--- src/rtl/ysyx_24070016_ifu.sv ---
// rtl/ysyx_24070016_ifu.sv - instruction fetch unit: owns the PC, fetches one word, hands it to decode
// Optional PC alignment check enabled by defining YSYX_24070016_IFU_ALIGN_CHECK_EN
module ysyx_24070016_ifu #(
    parameter logic [31:0] RESET_PC = 32'h8000_0000
) (
    input  logic        clk,
    input  logic        rst,
    output logic        imem_req_valid,
    input  logic        imem_req_ready,
    output logic [31:0] imem_req_addr,
    input  logic        imem_resp_valid,
    input  logic [31:0] imem_resp_data,
    input  logic        imem_resp_err,
    output logic        inst_valid,
    input  logic        inst_ready,
    output logic [31:0] inst,
    output logic [31:0] inst_pc,
    input  logic        npc_valid,
    input  logic [31:0] npc,
    output logic        fetch_fault
);
    localparam logic [31:0] NOP = 32'h0000_0013;

    typedef enum logic [2:0] {
        S_IDLE,
        S_REQ,
        S_WAIT,
        S_DELIVER,
        S_WAIT_NPC,
        S_FAULT
    } state_t;

    state_t      state_q;
    logic [31:0] pc_q;
    logic [31:0] inst_q;
    logic [31:0] inst_pc_q;
    logic        reset_pc_bad;
    logic        npc_bad;

    // A misaligned PC diverts the transition into REQ straight to FAULT
`ifdef YSYX_24070016_IFU_ALIGN_CHECK_EN
    assign reset_pc_bad = (RESET_PC[1:0] != 2'b00);
    assign npc_bad      = (npc[1:0] != 2'b00);
`else
    assign reset_pc_bad = 1'b0;
    assign npc_bad      = 1'b0;
`endif

    always_ff @(posedge clk or posedge rst) begin
        if (rst) begin
            state_q   <= S_IDLE;
            pc_q      <= RESET_PC;
            inst_q    <= NOP;
            inst_pc_q <= RESET_PC;
        end else begin
            case (state_q)
                S_IDLE: state_q <= reset_pc_bad ? S_FAULT : S_REQ;
                S_REQ: begin
                    if (imem_req_ready) state_q <= S_WAIT;
                end
                S_WAIT: begin
                    if (imem_resp_valid) begin
                        if (imem_resp_err) begin
                            state_q <= S_FAULT;
                        end else begin
                            inst_q    <= imem_resp_data;
                            inst_pc_q <= pc_q;
                            state_q   <= S_DELIVER;
                        end
                    end
                end
                S_DELIVER: begin
                    if (inst_ready) state_q <= S_WAIT_NPC;
                end
                S_WAIT_NPC: begin
                    if (npc_valid) begin
                        pc_q    <= npc;
                        state_q <= npc_bad ? S_FAULT : S_REQ;
                    end
                end
                S_FAULT: state_q <= S_FAULT;
                default: state_q <= S_IDLE;
            endcase
        end
    end

    assign imem_req_valid = (state_q == S_REQ);
    assign imem_req_addr  = pc_q;
    assign inst_valid     = (state_q == S_DELIVER);
    assign inst           = inst_q;
    assign inst_pc        = inst_pc_q;
    assign fetch_fault    = (state_q == S_FAULT);

endmodule

--- config.mk ---
export PLATFORM = sky130hd
export DESIGN_NAME = ysyx_24070016_ifu
export DESIGN_NICKNAME = d
export VERILOG_FILES = /design/src/rtl/ysyx_24070016_ifu.sv
export SDC_FILE = /design/constraint.sdc
export NUM_CORES = 1
export LEC_CHECK = 0
export ABC_CLOCK_PERIOD_IN_PS = 5500
export CAP_MARGIN = 20
export CORE_MARGIN = 4
export CORE_UTILIZATION = 25
export DETAILED_ROUTE_END_ITERATION = 8
export PLACE_DENSITY_LB_ADDON = 0.2
export SETUP_SLACK_MARGIN = 0.02
export SYNTH_ARGS = -nofsm -noshare
export SYNTH_HDL_FRONTEND = slang
export SYNTH_SLANG_ARGS = --single-unit
--- constraint.sdc ---
create_clock -name clk -period 5.5 [get_ports clk]
set_clock_uncertainty 0.15 [all_clocks]
set_input_delay 1.1 -clock clk [delete_from_list [all_inputs] [get_ports clk]]
set_output_delay 1.1 -clock clk [all_outputs]
set_load 0.05 [all_outputs]
After elaboration in Yosys (flattened, before gate mapping):

Index checks and enable logic that the tools add are counted.
Widths: inputs -> output; s select.

* register bits: 99
* output and inout port bits: 99
* input bits: 71
* word-level logic and storage cells: 24

* equality and inequality tests: 9
* muxes and demuxes: 6
* bitwise gates (word level): 1
* reductions and logical operators: 4

Operator list (count)
* $pmux 3 s6: 1
* $mux 3: 5
* $eq 3x2->1 const B: 2
* $eq 3x3->1 const B: 2
* $ne 2x1->1 const B: 2
* $ne 2x2->1 const B: 2
* $reduce_and 4->1: 1
* $eq 3x1->1 const B: 1
* $logic_not 3->1: 1
* $reduce_and 3->1: 1
* $reduce_and 2->1: 1
* $not 1->1: 1

Logic depth before layout (Yosys ltp):

Gate-level depths: netlist (run 1).

* depth in word-level cells: 3
* gate-level depth with buffers: 5
* mapped depth without buffers: 3

Worst setup path after synthesis (run 1):

OpenSTA, ideal clock, no wires.

* path kind: register -> output
* start point: register state_q[0]
* end point: output port imem_req_valid
* data arrival time: 1.716 ns
* path slack: 2.534 ns
* cell stages (with the launch flop): 3
* buffers on the path: 0
* data required time: 4.250 ns
* path through: dfrtp_1 inv_1 nor3_1

* word-level cells in the longest chain between the ends: 1

RTL lines
* start, declared: RTL line 33 `state_t state_q;`
* start signal, assigned: RTL line 57 `S_IDLE: state_q <= reset_pc_bad ? S_FAULT : S_REQ;`
* start signal, assigned: RTL line 78 `state_q <= npc_bad ? S_FAULT : S_REQ;`
* $eq 3x1->1: RTL line 87 `assign imem_req_valid = (state_q == S_REQ);`
* end, declared: RTL line 8 `output logic imem_req_valid,`

No other way between the ends.

Worst setup path in the final report (run 1):

Same ends and word-level chain as after synthesis.

==> impl_metrics.json, run 1 <==
{
  "worst-path-max-fanout": 6,
  "avgSynthCellArea_um2": 18.3,
  "final-setup-viol-count": 0,
  "syn2layout_area_growth_pct": 51.7,
  "synthTopCellsByCount": "94 x dfrtp_1, 60 x mux2_4, 36 x mux2_2",
  "drcViolationCount": 0,
  "diodes": 0,
  "power_density_nw_per_um2": 252,
  "busiest_layer": "met2",
  "drive_above_1_share_pct": 31.3,
  "cts_tree": "yes",
  "cts.repair.resized": 0,
  "fin_util_pct": 38.9,
  "io_pins": 170,
  "finalHoldViolCount": 0,
  "syn_inst": 223,
  "die-area_um2": 18500,
  "synthTopCellsByArea": "dfrtp_1 58%, mux2_4 22%, mux2_2 9.9%",
  "place.gp.congestion": 0.740,
  "rsz0062_at_grt": "no",
  "detailroute.via_count": 2518,
  "met2_usage_pct": 16.4,
  "cts_made_buffers": 9,
  "startpoint_type": "flip-flop",
  "port-buffer-count": 169,
  "grt_pass1_vias": 2763,
  "period_minus_slack_ns": 3.40,
  "worst_slew_pin_slew_ns": 0.928,
  "nets": 468,
  "synth_flop_cell": "dfrtp_1",
  "crit_family": "buffers and inverters",
  "end_kind": "output pin",
  "met3_usage_pct": 5.26,
  "path_buf_inv": 2,
  "synth_edf_count": 0,
  "grt_pass1_wl_um": 15000,
  "finalWirelength_um": 9700,
  "std_cell_rows": 46,
  "clk_pin_slew_ns": 0.07,
  "clock.fmax_mhz": 294,
  "overflow": 0,
  "clock_latency_ns": 0.34,
  "htree_levels": 3,
  "yosys_warnings": 0,
  "die_h_um": 136,
  "critPathKind": "flip-flop to output pin",
  "crit_chain": "inv_1 -> nor3_1 -> clkdlybuf4s50_1",
  "ant_nets": 0,
  "vias_per_cell": 4.07,
  "drv_slew": 0,
  "drt_iter0_drc": 99,
  "hold_path.class": "flip-flop to flip-flop",
  "cts.sinks": 99,
  "netlist_area_um2": 4090,
  "grt_max_degree": 76,
  "wl_per_cell_um": 15.7,
  "yosys.cell_types.count": 21,
  "synth_top_area_share_pct": 57.5,
  "cp.required_ns": 4.25,
  "clockBufferDepth": 2,
  "track_usage_pct": 10.5,
  "max_cap_viol_count": 0,
  "pre_cts_slack_ns": 2.26,
  "cts-root-buf": "clkbuf_16",
  "post-route-period-util_pct": 61.8,
  "status": "finished clean",
  "core_area_um2": 15900,
  "worstPathArrival_ns": 2.15,
  "cpMaxStageDelayCell": "clkdlybuf4s50_1",
  "tns_ns": 0,
  "antenna_found_initial": 0,
  "final.setup.worst_slack_ns": 2.10,
  "syn_nets": 294,
  "dp_hpwl_um": 6740,
  "ctsHoldBuffers": 0,
  "met1_usage_pct": 12.9,
  "slew_headroom_pct": 38.2,
  "ys_seq_area_share_pct": 60.7,
  "die_w_um": 136,
  "synth_area_leader_cell": "dfrtp_1",
  "postCtsSetupRepairBufs": 0,
  "async_flop_share_pct": 100,
  "dr.pass1.iters": 4,
  "ir_drop_uv": 120,
  "p_leak_nw": 2.71,
  "ys_ff_latch": 99,
  "slowest_delay_ns": 0.87,
  "yosysMostFrequentCell": "dfrtp_1",
  "total_power_w": 0.00156,
  "start_util_pct": 25.7
}
[power breakdown]
part | switching (W) | total, W | internal, W | leakage (nW)
clock network | 0.000278 | 0.000585 | 0.000308 | 0.133
logic | 0.000114 | 0.000213 | 0.0000994 | 1.27
registers | 0.0000145 | 0.000764 | 0.000750 | 1.31
[metrics by stage]
stage	cell area, um2	hold WS (ns)	cells
after floorplan	4090	0.451	223
after global placement	5940	0.344	602
after detailed placement	5940	0.340	602
after CTS	6210	0.363	618
after global routing	6210	0.372	618
final	6210	0.359	618
[path summary, 6_finish.rpt]
| path | from | to | slack (ns) | cells past startpoint |
|---|---|---|---|---|
| min | inst[17] | inst[17] | 0.36 | 1 |
| max in group asynchronous | rst | inst_pc[2] | 3.11 | 3 |
| max | state_q[0] | imem_req_valid | 2.10 | 3 |
| max reg2reg | state_q[2] | inst_pc[26] | 3.21 | 4 |
| min reg2reg | inst[17] | inst[17] | 0.36 | 1 |
| min in group asynchronous | rst | inst[30] | 1.18 | 2 |
[area by class of cell]
type / instances / area (um2)
clock buffer: 10 / 229
clock inverter: 6 / 40.0
fill: 1546 / 9740
inverter: 3 / 13.8
multi-input combinational: 111 / 1450
sequential: 99 / 2480
tap: 216 / 270
timing repair buffer: 173 / 1720
[sequential cells by signal, indices dropped and copies added, names as in the netlist]
register       count
state_q            3
inst_pc           32
imem_req_addr     32
inst              32
[cell families after synthesis]
logic type,synth area share (%)
AND/OR/NAND/NOR,2.20
flip-flops,60.7
AO/OA/AOI/OAI,1.10
buffers and inverters,4.04
multiplexers,31.9
[layout by cell type, fill, tap and decap left out, types with 2 or more instances in the layout]
master           synthesis  final
dfrtp_1                 94     94
mux2_4                  60     60
clkbuf_16                0      9
nor3_1                   2      2
inv_6                    0      2
clkinv_2                 0      3
nand2b_4                 2      2
dfstp_2                  5      5
mux2_2                  36     36
buf_4                    3      4
inv_1                    3      2
clkdlybuf4s50_1          0    169
[metal layers]
metal	part of all wire, %	wire (um)	vias to the layer above
met3	10	995	9
met4	1.2	112	0
met1	43	4200	1253
met2	45	4400	112
met5	0	0	-
li1	-	-	1144
No activity file was read; power rests on OpenSTA's default activity.
==> inputs of run 2 (changes only) <==
- ABC_CLOCK_PERIOD_IN_PS: 5500 -> 2800
- clock period: 5.5 -> 2.8 ns (I/O delays scaled with it)
==> run 2 against run 1 <==
Non-clock buffer count rose by 1. Via count fell by 0.87%. Global-route usage did not move. Routed wire length fell by 1.5%. Core utilization rose by 0.67 points. Clock power rose by 120%. Largest cell class unchanged.
==> impl_metrics.json, run 2 (synthesized netlist as in run 1, its figures left out) <==
{
  "crit_chain": "nand2b_4 -> nor2_1 -> clkdlybuf4s50_1",
  "clockBufferDepth": 2,
  "track_usage_pct": 10.5,
  "r2r_end": "inst[22]",
  "hold_depth": 1,
  "diodes": 0,
  "total_power_w": 0.00318,
  "grt_pass1_wl_um": 15000,
  "worst_slew_pin_slew_ns": 0.547,
  "antenna_found_initial": 0,
  "ir_drop_uv": 361,
  "cts_made_buffers": 9,
  "clock_latency_ns": 0.34,
  "period_minus_slack_ns": 2.58,
  "detailroute.via_count": 2496,
  "die-area_um2": 18500,
  "die_h_um": 136,
  "ant_nets": 0,
  "fin_util_pct": 39.6,
  "io_pins": 170,
  "dp_hpwl_um": 6560,
  "die_w_um": 136,
  "slew_headroom_pct": 63.4,
  "r2r_start": "state_q[2]",
  "place.gp.congestion": 0.727,
  "post-route-period-util_pct": 92.2,
  "hold_path.class": "flip-flop to flip-flop",
  "cp.required_ns": 2.09,
  "cts.sinks": 99,
  "mostFrequentLayoutCells": "167 x clkdlybuf4s50_1, 94 x dfrtp_1, 60 x mux2_4",
  "final_common_cell": "clkdlybuf4s50_1",
  "overflow": 0,
  "nets": 469,
  "reg2regPathDepth": 5,
  "tns_ns": 0,
  "htree_levels": 3,
  "clock.fmax_mhz": 387,
  "power_density_nw_per_um2": 504,
  "syn2layout_area_growth_pct": 54.4,
  "finalHoldViolCount": 0,
  "status": "finished clean",
  "drive_above_1_share_pct": 31.8,
  "std_cell_rows": 46,
  "design_area_um2": 6310,
  "wl_per_cell_um": 15.4,
  "rrSetupSlack_ns": 0.74,
  "p_leak_nw": 2.74,
  "port-buffer-count": 169,
  "drcViolationCount": 0,
  "worstPathArrival_ns": 1.87,
  "slowest_delay_ns": 0.80,
  "final-setup-viol-count": 0,
  "grt_pass1_vias": 2737,
  "min_to": "inst[3]",
  "worst-path-max-fanout": 5,
  "grt_max_degree": 100,
  "min-delay-start": "inst[3]",
  "placedInstanceArea_um2": 6010,
  "vias_per_cell": 4.03,
  "cts-root-buf": "clkbuf_16",
  "drv_slew": 0,
  "rsz0062_at_grt": "no",
  "dr.pass1.iters": 4,
  "cpMaxStageDelayCell": "clkdlybuf4s50_1",
  "start_util_pct": 25.7,
  "max_cap_viol_count": 0,
  "end_kind": "output pin",
  "finalWirelength_um": 9550,
  "critPathKind": "flip-flop to output pin",
  "core_area_um2": 15900,
  "drt_iter0_drc": 43,
  "cts_tree": "yes",
  "clk_pin_slew_ns": 0.07,
  "startpoint_type": "flip-flop"
}
run 2: cell count changes in the layout (fill, tap and decap cells not counted), sizes merged, moves of 2 or more:
cell,delta
clkinvlp,+4
inv,-3
clkdlybuf4s50,-2
clkinv,-2
run 2: how the worst max path moves through the flow:
stage / endpoint / from / depth (start not counted)
floorplan: imem_req_valid / state_q[0] / 2
global placement: inst[27] / imem_resp_valid / 5
detailed placement: inst[17] / imem_resp_valid / 5
CTS: fetch_fault / state_q[0] / 3
global route: inst_valid / state_q[0] / 3
finish: inst_valid / state_q[2] / 3
run 2: worst max-delay path: cells and delay by family, from the launching register on:
family	cells	cell delay, ns
buffers and inverters	1	0.80
flip-flops	1	0.44
AND/OR/NAND/NOR	2	0.28
run 2: per-layer routing:
metal / GRT usage (%) / part of all wire, %
met1: 13.3 / 44
met4: 5.04 / 2.0
met2: 16.0 / 45
met3: 3.74 / 8.8
met5: 0 / 0
run 2: cell type report:
| cell class | instances | area [um2] |
|---|---|---|
| sequential | 99 | 2480 |
| inverter | 3 | 15.0 |
| fill | 1517 | 9630 |
| timing repair buffer | 174 | 1790 |
| clock inverter | 6 | 65.1 |
| clock buffer | 10 | 239 |
| multi-input combinational | 111 | 1450 |
| tap | 216 | 270 |
run 2: through the flow:
step,hold slack (ns),instances,setup WS (ns)
after floorplan,0.451,223,0.374
final,0.358,619,0.217
after detailed placement,0.341,603,0.326
after CTS,0.362,619,0.0819
after global routing,0.368,619,0.116
after global placement,0.342,603,0.355
run 2: timing repair:
| action | 4_1_cts | 5_1_grt |
|---|---|---|
| gates cloned | 0 | 0 |
| setup buffers | 0 | 0 |
| endpoints found under the setup margin | 1 | 1 |
| hold buffers | 0 | 0 |
| gates resized for setup | 1 | 1 |
run 2: power by group:
group,leakage [nW],internal [W],total [W],switching [W]
combinational,1.29,0.000197,0.000420,0.000223
sequential,1.31,0.00147,0.00150,0.0000278
clock,0.137,0.000715,0.00126,0.000544
total,2.74,0.00239,0.00318,0.000795
